### config.mk
export PLATFORM = sky130hd
export DESIGN_NAME = trng_multi_src
export DESIGN_NICKNAME = d
export VERILOG_FILES = /design/src/rtl/trng_multi_src.sv
export SDC_FILE = /design/constraint.sdc
export NUM_CORES = 1
export LEC_CHECK = 0
export CORE_MARGIN = 2
export CORE_UTILIZATION = 35
export CTS_CLUSTER_SIZE = 20
export DETAILED_ROUTE_END_ITERATION = 10
export SLEW_MARGIN = 30
export SYNTH_ARGS = -nofsm -noshare
export SYNTH_HDL_FRONTEND = slang
export SYNTH_SLANG_ARGS = --single-unit
### constraint.sdc
create_clock -name clk -period 4.45 [get_ports clk]
set_clock_uncertainty 0.2 [all_clocks]
set_input_delay 0.89 -clock clk [delete_from_list [all_inputs] [get_ports clk]]
set_output_delay 0.89 -clock clk [all_outputs]
set_load 0.1 [all_outputs]
### src/rtl/trng_multi_src.sv
// trng_multi_src
//   Entropy front-end. It XOR-folds NUM_SRC sampled noise bits into one bit per
//   valid sample. Von Neumann de-biasing is optional. Repetition-count and
//   adaptive-proportion health tests run on every folded bit. Conditioned bits
//   are packed MSB-first into WIDTH-bit words. After each enable, the first
//   STARTUP_WORDS words are discarded. Later words are buffered in a
//   first-word-fall-through FIFO behind a valid/ready port.
//
// Ports
//   clk, rstn            clock, asynchronous active-low reset
//   enable               level, collect entropy while high
//   vn_en                Von Neumann mode, captured when leaving IDLE
//   noise_in             raw noise bits, one per source
//   noise_valid          noise_in carries a fresh sample this cycle
//   out_data             FIFO head word (zero while empty)
//   out_valid            FIFO non-empty
//   out_ready            consumer takes out_data when out_valid is high
//   fifo_level           words held in the FIFO
//   alarm, alarm_src     sticky health failure, cause bits [0]=RCT [1]=APT
//   alarm_clr            pulse, clears the alarm and releases ERROR to IDLE
//   busy                 collecting (STARTUP or RUN)
module trng_multi_src #(
  parameter int NUM_SRC       = 4,
  parameter int WIDTH         = 32,
  parameter int FIFO_DEPTH    = 16,
  parameter int RCT_CUTOFF    = 32,
  parameter int APT_WINDOW    = 512,
  parameter int APT_CUTOFF    = 400,
  parameter int STARTUP_WORDS = 4
) (
  input  logic                          clk,
  input  logic                          rstn,
  input  logic                          enable,
  input  logic                          vn_en,
  input  logic [NUM_SRC-1:0]            noise_in,
  input  logic                          noise_valid,
  output logic [WIDTH-1:0]              out_data,
  output logic                          out_valid,
  input  logic                          out_ready,
  output logic [$clog2(FIFO_DEPTH):0]   fifo_level,
  output logic                          alarm,
  output logic [1:0]                    alarm_src,
  input  logic                          alarm_clr,
  output logic                          busy
);

  localparam int PW   = $clog2(FIFO_DEPTH);
  localparam int BW   = $clog2(WIDTH);
  localparam int SW   = $clog2(STARTUP_WORDS + 2);
  localparam int RW   = $clog2(RCT_CUTOFF + 1);
  localparam int AMAX = (APT_CUTOFF > APT_WINDOW) ? APT_CUTOFF : APT_WINDOW;
  localparam int AW   = $clog2(AMAX + 1);

  localparam logic [PW:0]   LVL_FULL     = (PW+1)'(FIFO_DEPTH);
  localparam logic [BW-1:0] BIT_LAST     = BW'(WIDTH - 1);
  localparam logic [SW-1:0] SU_LAST      = SW'(STARTUP_WORDS - 1);
  localparam logic [RW-1:0] RCT_LIM      = RW'(RCT_CUTOFF);
  localparam logic [AW-1:0] APT_LIM      = AW'(APT_CUTOFF);
  localparam logic [AW-1:0] APT_IDX_LAST = AW'(APT_WINDOW - 1);

  typedef enum logic [1:0] {S_IDLE, S_STARTUP, S_RUN, S_ERROR} state_t;

  state_t            state;
  logic              vn_mode;
  logic              pair_phase;   // 1 = first bit of a VN pair is held
  logic              pair_first;
  logic [WIDTH-1:0]  sreg;
  logic [BW-1:0]     bit_cnt;
  logic [SW-1:0]     word_cnt;
  logic              rct_last;
  logic [RW-1:0]     rct_cnt;      // 0 = no sample seen since enable
  logic              apt_ref;
  logic [AW-1:0]     apt_cnt;
  logic [AW-1:0]     apt_idx;      // position inside the current window

  logic [WIDTH-1:0]  mem [FIFO_DEPTH];
  logic [PW-1:0]     wptr;
  logic [PW-1:0]     rptr;

  logic              fold;
  logic              sample;
  logic [RW-1:0]     rct_cnt_nxt;
  logic [AW-1:0]     apt_cnt_nxt;
  logic              rct_fail;
  logic              apt_fail;
  logic              fail;
  logic              cbit_vld;
  logic              take;
  logic              word_done;
  logic              pop;
  logic              push;

  always_comb begin
    fold        = ^noise_in;
    sample      = noise_valid && (state == S_STARTUP || state == S_RUN);
    rct_cnt_nxt = (rct_cnt != '0 && fold == rct_last) ? rct_cnt + RW'(1) : RW'(1);
    if (apt_idx == '0)
      apt_cnt_nxt = AW'(1);
    else if (fold == apt_ref)
      apt_cnt_nxt = apt_cnt + AW'(1);
    else
      apt_cnt_nxt = apt_cnt;
    rct_fail  = sample && (rct_cnt_nxt == RCT_LIM);
    apt_fail  = sample && (apt_cnt_nxt == APT_LIM);
    fail      = rct_fail || apt_fail;
    // VN: only a differing pair emits a bit, and that bit equals the second sample
    cbit_vld  = vn_mode ? (pair_phase && (pair_first != fold)) : 1'b1;
    // A failing sample, or one arriving as enable drops, never reaches the packer
    take      = sample && enable && !fail && cbit_vld;
    word_done = take && (bit_cnt == BIT_LAST);
    // The flush on a failure overrides any handshake in the same cycle
    pop       = out_valid && out_ready && !fail;
    push      = word_done && (state == S_RUN) && (fifo_level != LVL_FULL || pop);
  end

  assign out_valid = (fifo_level != '0);
  assign out_data  = out_valid ? mem[rptr] : '0;

  always_ff @(posedge clk or negedge rstn) begin
    if (!rstn) begin
      state      <= S_IDLE;
      busy       <= 1'b0;
      alarm      <= 1'b0;
      alarm_src  <= 2'b00;
      vn_mode    <= 1'b0;
      pair_phase <= 1'b0;
      pair_first <= 1'b0;
      sreg       <= '0;
      bit_cnt    <= '0;
      word_cnt   <= '0;
      rct_last   <= 1'b0;
      rct_cnt    <= '0;
      apt_ref    <= 1'b0;
      apt_cnt    <= '0;
      apt_idx    <= '0;
    end else begin
      if (alarm_clr) begin
        alarm     <= 1'b0;
        alarm_src <= 2'b00;
      end
      case (state)
        S_IDLE: begin
          if (enable) begin
            state      <= (STARTUP_WORDS == 0) ? S_RUN : S_STARTUP;
            busy       <= 1'b1;
            vn_mode    <= vn_en;
            pair_phase <= 1'b0;
            sreg       <= '0;
            bit_cnt    <= '0;
            word_cnt   <= '0;
            rct_cnt    <= '0;
            apt_cnt    <= '0;
            apt_idx    <= '0;
          end
        end
        S_STARTUP, S_RUN: begin
          if (fail) begin
            // Placed after the alarm_clr clear so a failure always wins
            state     <= S_ERROR;
            busy      <= 1'b0;
            alarm     <= 1'b1;
            alarm_src <= alarm_src | {apt_fail, rct_fail};
          end else if (!enable) begin
            state <= S_IDLE;
            busy  <= 1'b0;
          end else if (sample) begin
            rct_last   <= fold;
            rct_cnt    <= rct_cnt_nxt;
            apt_cnt    <= apt_cnt_nxt;
            if (apt_idx == '0)
              apt_ref <= fold;
            apt_idx    <= (apt_idx == APT_IDX_LAST) ? '0 : apt_idx + AW'(1);
            pair_phase <= ~pair_phase;
            pair_first <= fold;
            if (take) begin
              sreg    <= {sreg[WIDTH-2:0], fold};
              bit_cnt <= word_done ? '0 : bit_cnt + BW'(1);
            end
            if (word_done && state == S_STARTUP) begin
              word_cnt <= word_cnt + SW'(1);
              if (word_cnt == SU_LAST)
                state <= S_RUN;
            end
          end
        end
        S_ERROR: begin
          if (alarm_clr) state <= S_IDLE;
        end
        default: state <= S_IDLE;
      endcase
    end
  end

  always_ff @(posedge clk or negedge rstn) begin
    if (!rstn) begin
      wptr       <= '0;
      rptr       <= '0;
      fifo_level <= '0;
    end else if (fail) begin
      wptr       <= '0;
      rptr       <= '0;
      fifo_level <= '0;
    end else begin
      if (push) wptr <= wptr + PW'(1);
      if (pop)  rptr <= rptr + PW'(1);
      case ({push, pop})
        2'b10:   fifo_level <= fifo_level + (PW+1)'(1);
        2'b01:   fifo_level <= fifo_level - (PW+1)'(1);
        default: fifo_level <= fifo_level;
      endcase
    end
  end

  // The completed word bypasses sreg so it is written on the cycle its last bit arrives
  always_ff @(posedge clk) begin
    if (push) mem[wptr] <= {sreg[WIDTH-2:0], fold};
  end

endmodule
==> results_dict.tcl, run 1 <==
set metrics [dict create \
    setup_viol 0 \
    num_io_pins 53 \
    die_area_mm2 0.0730 \
    netlist_area_mm2 0.0248 \
    leakage_nw 10.5 \
    track_usage 0.161 \
    cts_made_buffers 61 \
    startpoint "noise_in[3]" \
    slowest_stage "or4_4" \
    cts_setup_buffers 0 \
    layout_commonest_cell "edfxtp_1" \
    drc 0 \
    syn_nets 1615 \
    finalCritPeriodShare 0.946 \
    worst_hold_slack_ns 0.100 \
    drtIter0Drc 1132 \
    synthCells 1582 \
    slowest_delay_ns 0.52 \
    reg2reg_slack_ns 0.65 \
    critPathMostFrequentCell "a31oi_1" \
    drt_pass1_iterations 7 \
    powerDensity_mw_per_mm2 724 \
    r2r-start "apt_idx[4]$_DFFE_PN0P_" \
    drive_gt1_frac 0.207 \
    layout_min_cycle_time_ns 4.21 \
    start_util 0.354 \
    finalMaxSlewViolations 0 \
    wl_per_cell_um 21.9 \
    rr_endpoint "fifo_level[4]$_DFFE_PN0P_" \
    rows 97 \
    endpoint "fifo_level[4]$_DFFE_PN0P_" \
    clk_pin_slew_ns 0.06 \
    synth-seq-area-share 0.708 \
    core_mm2 0.0701 \
    vias 14215 \
    diodes 0 \
    synth-edff-count 512 \
    ys_async_sr_fraction 0.147 \
    switching_share 0.400 \
    ys_types 62 \
    critPathKind "in2reg" \
    overflow 0 \
    vias_per_cell 5.30 \
    wirelength_mm 58.8 \
    pwr-share-clk 0.241 \
    area_growth_pct 20.6 \
    cts_root_buffer "clkbuf_16" \
    cts_hold_buffers 0 \
    max_cap_violations 0 \
    port_buffers 52 \
    cp-end-kind "flip-flop" \
    grt_max_degree 67 \
    crit_chain "clkdlybuf4s50_1 -> xnor2_2 -> xnor3_2 -> buf_4 -> a311oi_2 -> a31oi_1 -> or4_4 -> nand2b_2 -> nor3b_2 -> fa_1 -> a21o_1 -> a21o_1 -> a31oi_1 -> nor4bb_4 -> a21oi_1 -> a31oi_1" \
    critPathRequiredTime_ns 4.80 \
    hpwl_mm 34.7 \
    maxSlewHeadroom 0.329 \
    antenna_found_initial 0 \
    die_h_um 270 \
    clockBufferDepth 3 \
    comb_power_share 0.418 \
    rsz0062_at_grt "false" \
    clock.fmax_mhz 238 \
    internal_power_mw 13.0 \
    p_switching_mw 8.67 \
    grt_pass1_vias 14609 \
    hold_class "in2async" \
    place_congestion 0.781 \
    vdd_drop_max_v 0.000738 \
    ff2ff_path_depth 14 \
    hold_viol_final 0 \
    cts-resized-gates 0 \
    final_cell_mix "edfxtp_1, o21ai_0, mux2i_1, nor2_1, nand2_1" \
    synth.avg_cell_area_um2 15.7 \
    arrival_ns 4.56 \
    cts_tree "built" \
    worstSkewPairLatency_ns 0.63 \
    h-tree-depth 2 \
    synth_top_flop_cell "edfxtp_1" \
    grt_pass1_wl_mm 90.4 \
    detail-route-antenna-nets 0 \
    yosysWarnings 0 \
    die_width_um 270 \
    crit_path_start_kind "input port" \
    pre_cts_ws_ns -0.558 \
    cts.sinks 600 \
    tightest_slew_ns 1.00 \
    synth-seq-cells 600 \
    final_nets 1725 \
    run_status "finished clean" \
    path_max_fanout 12 \
    layout_setup_ws_ns 0.240 \
    seqPwrFrac 0.341 \
]
## cells by family after synthesis
family	synth area share
AOI/OAI and AO/OA	0.0753
xor gates and xnor gates	0.00746
adders and majority gates	0.0114
buffers and inverters	0.0190
DFF	0.708
muxes	0.115
and+or+nand+nor	0.0634
## cell type report
type / count / area (um^2)
Multi-Input combinational cell: 871 / 7070
Sequential cell: 600 / 17600
Timing Repair Buffer: 139 / 1940
Inverter: 19 / 71.3
Tap cell: 940 / 1180
Fill cell: 6202 / 40200
Clock inverter: 42 / 477
Clock buffer: 72 / 1610
## sequential cells by signal, indices dropped and copies added, names as in the netlist
signal      cells
wptr            4
busy            1
state           2
word_cnt        3
rptr            4
alarm_src       2
sreg           31
bit_cnt         5
apt_cnt        10
rct_cnt         6
vn_mode         1
apt_idx        10
pair_phase      1
fifo_level      5
rct_last        1
alarm           1
apt_ref         1
mem           512
## worst max-delay path: cells and delay by family
| family | cells | cell delay (ns) |
|---|---|---|
| compound gates | 7 | 1.05 |
| xor+xnor | 2 | 0.61 |
| fa+ha+maj | 1 | 0.41 |
| buf+inv | 2 | 0.64 |
| simple gates | 4 | 0.93 |
## synthesized netlist by cell type (10+ instances only)
library cell | count | share of area
edfxtp_1 | 512 | 0.62
o21ai_0 | 152 | 0.031
mux2i_1 | 135 | 0.054
nor2_1 | 126 | 0.019
nand2_1 | 92 | 0.014
dfrtp_1 | 88 | 0.089
mux4_2 | 64 | 0.058
clkbuf_1 | 62 | 0.0094
o31ai_1 | 36 | 0.011
a211oi_1 | 35 | 0.011
o221ai_1 | 33 | 0.012
and2_1 | 22 | 0.0055
ha_1 | 21 | 0.011
buf_1 | 20 | 0.0030
inv_1 | 19 | 0.0029
nand3_1 | 18 | 0.0036
a31oi_1 | 12 | 0.0030
nand2b_1 | 10 | 0.0025
## through the flow
stage                     setup TNS, ns  cell area (um^2)  cells   util  total power, mW
after CTS                             0             29900   2683  0.426             21.9
after floorplan                   -4.12             25000   1582      -             13.4
after global placement           -0.744             27800   2569  0.396             16.5
after detailed placement         -0.827             27800   2569  0.396             16.6
final                                 0             29900   2683  0.427             21.7
after global routing                  0             29900   2683  0.427             22.6
## power by group through the flow
stage | registers, mW | clock network [mW] | logic [mW]
floorplan | 7.31 | 0 | 6.11
global placement | 7.45 | 0 | 9.02
detailed placement | 7.50 | 0 | 9.11
CTS | 7.39 | 5.34 | 9.15
global route | 7.46 | 5.55 | 9.57
finish | 7.39 | 5.23 | 9.05
## worst min path at each step
| stage | slack [ns] | start | to | depth (start not counted) |
|---|---|---|---|---|
| after global routing | 0.13 | rstn | bit_cnt[0]$_DFFE_PN0P_ | 1 |
| final | 0.10 | rstn | apt_idx[7]$_DFFE_PN0P_ | 1 |
| after global placement | 0.26 | pair_phase$_DFFE_PN0P_ | pair_phase$_DFFE_PN0P_ | 1 |
| after detailed placement | 0.28 | pair_phase$_DFFE_PN0P_ | pair_phase$_DFFE_PN0P_ | 1 |
| after CTS | 0.10 | rstn | busy$_DFFE_PN0P_ | 1 |
| after floorplan | 0.24 | pair_phase$_DFFE_PN0P_ | pair_phase$_DFFE_PN0P_ | 1 |
## metal layers
layer  wire [um]  part of all wire  track usage  up-vias
met5           0                 0            0        -
met4        1060             0.018       0.0387        0
met3        3020             0.051       0.0275       71
met2       28800              0.49        0.267      374
met1       25900              0.44        0.221     7388
li1            -                 -            -     6382
Note: power is estimated with default switching activity, not from simulation.
==> run 2: changes to the inputs <==
--- a/config.mk
+++ b/config.mk
@@ -6,9 +6,10 @@
 export NUM_CORES = 1
 export LEC_CHECK = 0
 export CORE_MARGIN = 2
-export CORE_UTILIZATION = 35
-export CTS_CLUSTER_SIZE = 20
+export CORE_UTILIZATION = 39
+export CTS_CLUSTER_SIZE = 25
 export DETAILED_ROUTE_END_ITERATION = 10
+export PLACE_DENSITY = 0.64
 export SLEW_MARGIN = 30
 export SYNTH_ARGS = -nofsm -noshare
 export SYNTH_HDL_FRONTEND = slang
==> run 2 against run 1 <==
Combinational power decreased by 1%. Sequential power shrank 1%. Highest routed layer is now met5. Routed wire length decreased by 3.7%. Critical endpoint unchanged. Flip-flop and latch count unchanged.
==> results_dict.tcl, run 2 (same netlist as run 1, synthesis figures left out) <==
set metrics [dict create \
    finalMaxSlewViolations 0 \
    run_status "finished clean" \
    track_usage 0.172 \
    pwr-share-clk 0.233 \
    die_h_um 256 \
    wl_met3_mm 3.12 \
    powerDensity_mw_per_mm2 714 \
    finish.utilization 0.471 \
    grt_max_degree 67 \
    critPathKind "in2reg" \
    antenna_found_initial 1 \
    cts_setup_buffers 0 \
    endpoint "fifo_level[4]$_DFFE_PN0P_" \
    path_max_fanout 8 \
    start_util 0.394 \
    n_fill_cell 5247 \
    largest_register_ffs 512 \
    layout.cells.non_filler 2584 \
    vdd_drop_max_v 0.000624 \
    hpwl_mm 32.8 \
    ff2ff_path_depth 14 \
    reg_top3 "mem x512, sreg x31" \
    detail-route-antenna-nets 0 \
    leakage_nw 10.4 \
    rows 92 \
    wirelength_mm 56.6 \
    hold_class "in2async" \
    startpoint "noise_in[2]" \
    r2r-start "apt_idx[4]$_DFFE_PN0P_" \
    clk_pin_slew_ns 0.06 \
    core_mm2 0.0630 \
    port_buffers 52 \
    area_growth_pct 19.4 \
    slowest_stage "or4_4" \
    die_area_mm2 0.0656 \
    comb_power_share 0.422 \
    cts_made_buffers 61 \
    numPlacedInstances 2470 \
    cts.sinks 600 \
    critPathRequiredTime_ns 4.80 \
    layout_min_cycle_time_ns 4.29 \
    worst_hold_slack_ns 0.0736 \
    hold_viol_final 0 \
    wl_per_cell_um 21.9 \
    cts_hold_buffers 0 \
    h-tree-depth 2 \
    vias_per_cell 5.46 \
    wl_met2_mm 28.3 \
    drc 0 \
    cts_tree "built" \
    crit_chain "clkdlybuf4s50_1 -> xnor2_2 -> xnor3_2 -> and3_4 -> mux2_4 -> or4_4 -> nand2b_2 -> nor3b_2 -> fa_1 -> a21o_1 -> a21o_1 -> a31oi_1 -> nor4bb_4 -> a21oi_1 -> a31oi_1" \
    largest-register "mem" \
    clockBufferDepth 3 \
    p_switching_mw 8.41 \
    num_io_pins 53 \
    diodes 0 \
    grt_pass1_vias 14302 \
    slowest_delay_ns 0.53 \
    reg2reg_slack_ns 0.49 \
    rr_endpoint "fifo_level[4]$_DFFE_PN0P_" \
    clock.fmax_mhz 233 \
    drt_pass1_iterations 7 \
    cts_root_buffer "clkbuf_16" \
    seqPwrFrac 0.345 \
    crit_path_start_kind "input port" \
    vias 14096 \
    finalCritPeriodShare 0.964 \
    fin_area_mm2 0.0296 \
    drive_gt1_frac 0.199 \
    final_cell_mix "edfxtp_1, o21ai_0, mux2i_1, nor2_1, nand2_1" \
    die_width_um 256 \
    place_area_mm2 0.0277 \
    max_cap_violations 0 \
    layout_commonest_cell "edfxtp_1" \
    cp-end-kind "flip-flop" \
    worstSkewPairLatency_ns 0.63 \
    drtIter0Drc 1090 \
    top_layer "met5" \
    final_nets 1720 \
    place_congestion 0.780 \
    maxSlewHeadroom 0.306 \
    tightest_slew_ns 1.04 \
    met1_length_mm 24.2 \
    setup_viol 0 \
    overflow 0 \
    grt_pass1_wl_mm 87.1 \
    internal_power_mw 12.8 \
    switching_share 0.397 \
    arrival_ns 4.64 \
]
==> run 2: critical path: cells and delay by family <==
family                   cells  cell delay (ns)
AND/OR/NAND/NOR              5             1.14
AO/OA/AOI/OAI                5             0.77
XOR/XNOR                     2             0.67
buffers and inverters        1             0.45
adder cells (fa/ha/maj)      1             0.41
multiplexers                 1             0.30
==> run 2: what timing repair did <==
item,CTS,global route
resized for setup,0,5
endpoints found under the setup margin,0,1
endpoints found under the hold margin,0,0
==> run 2: per-stage QoR <==
| stage | setup WS [ns] | power, mW | setup TNS (ns) |
|---|---|---|---|
| after CTS | 0.0735 | 21.4 | 0 |
| after global routing | -0.00447 | 22.1 | -0.00447 |
| after floorplan | -0.512 | 13.4 | -4.12 |
| final | 0.159 | 21.2 | 0 |
| after global placement | -0.528 | 16.3 | -0.759 |
| after detailed placement | -0.583 | 16.4 | -13.62 |
==> run 2: worst min-delay path by stage <==
stage                                   endpoint              startpoint  slack, ns
after floorplan           pair_phase$_DFFE_PN0P_  pair_phase$_DFFE_PN0P_       0.24
after detailed placement  pair_phase$_DFFE_PN0P_  pair_phase$_DFFE_PN0P_       0.27
after CTS                 apt_cnt[9]$_DFFE_PN0P_                    rstn       0.06
after global routing        rct_last$_DFFE_PN0P_                    rstn       0.09
after global placement    pair_phase$_DFFE_PN0P_  pair_phase$_DFFE_PN0P_       0.26
final                       rct_last$_DFFE_PN0P_                    rstn       0.07
==> run 2: layout make-up <==
class | instances | area (um^2) | share of cell area
clock inverter | 27 | 245 | 0.00828
sequential | 600 | 17600 | 0.594
inverter | 19 | 71.3 | 0.00241
multi-input combinational | 871 | 7070 | 0.239
clock buffer | 87 | 1700 | 0.0572
timing repair buffer | 134 | 1910 | 0.0643
tap | 846 | 1060 | 0.0357
==> run 2: power by group through the flow <==
| stage | combinational (mW) | sequential (mW) | clock, mW |
|---|---|---|---|
| global route | 9.46 | 7.38 | 5.25 |
| floorplan | 6.11 | 7.31 | 0 |
| finish | 8.94 | 7.30 | 4.92 |
| detailed placement | 9.01 | 7.42 | 0 |
| global placement | 8.96 | 7.36 | 0 |
| CTS | 9.03 | 7.30 | 5.02 |
==> run 2: layer usage <==
metal / global-route usage / vias to the layer above
li1: - / 6373
met1: 0.232 / 7257
met2: 0.292 / 391
met3: 0.0302 / 73
met4: 0.0414 / 2
met5: 0 / -
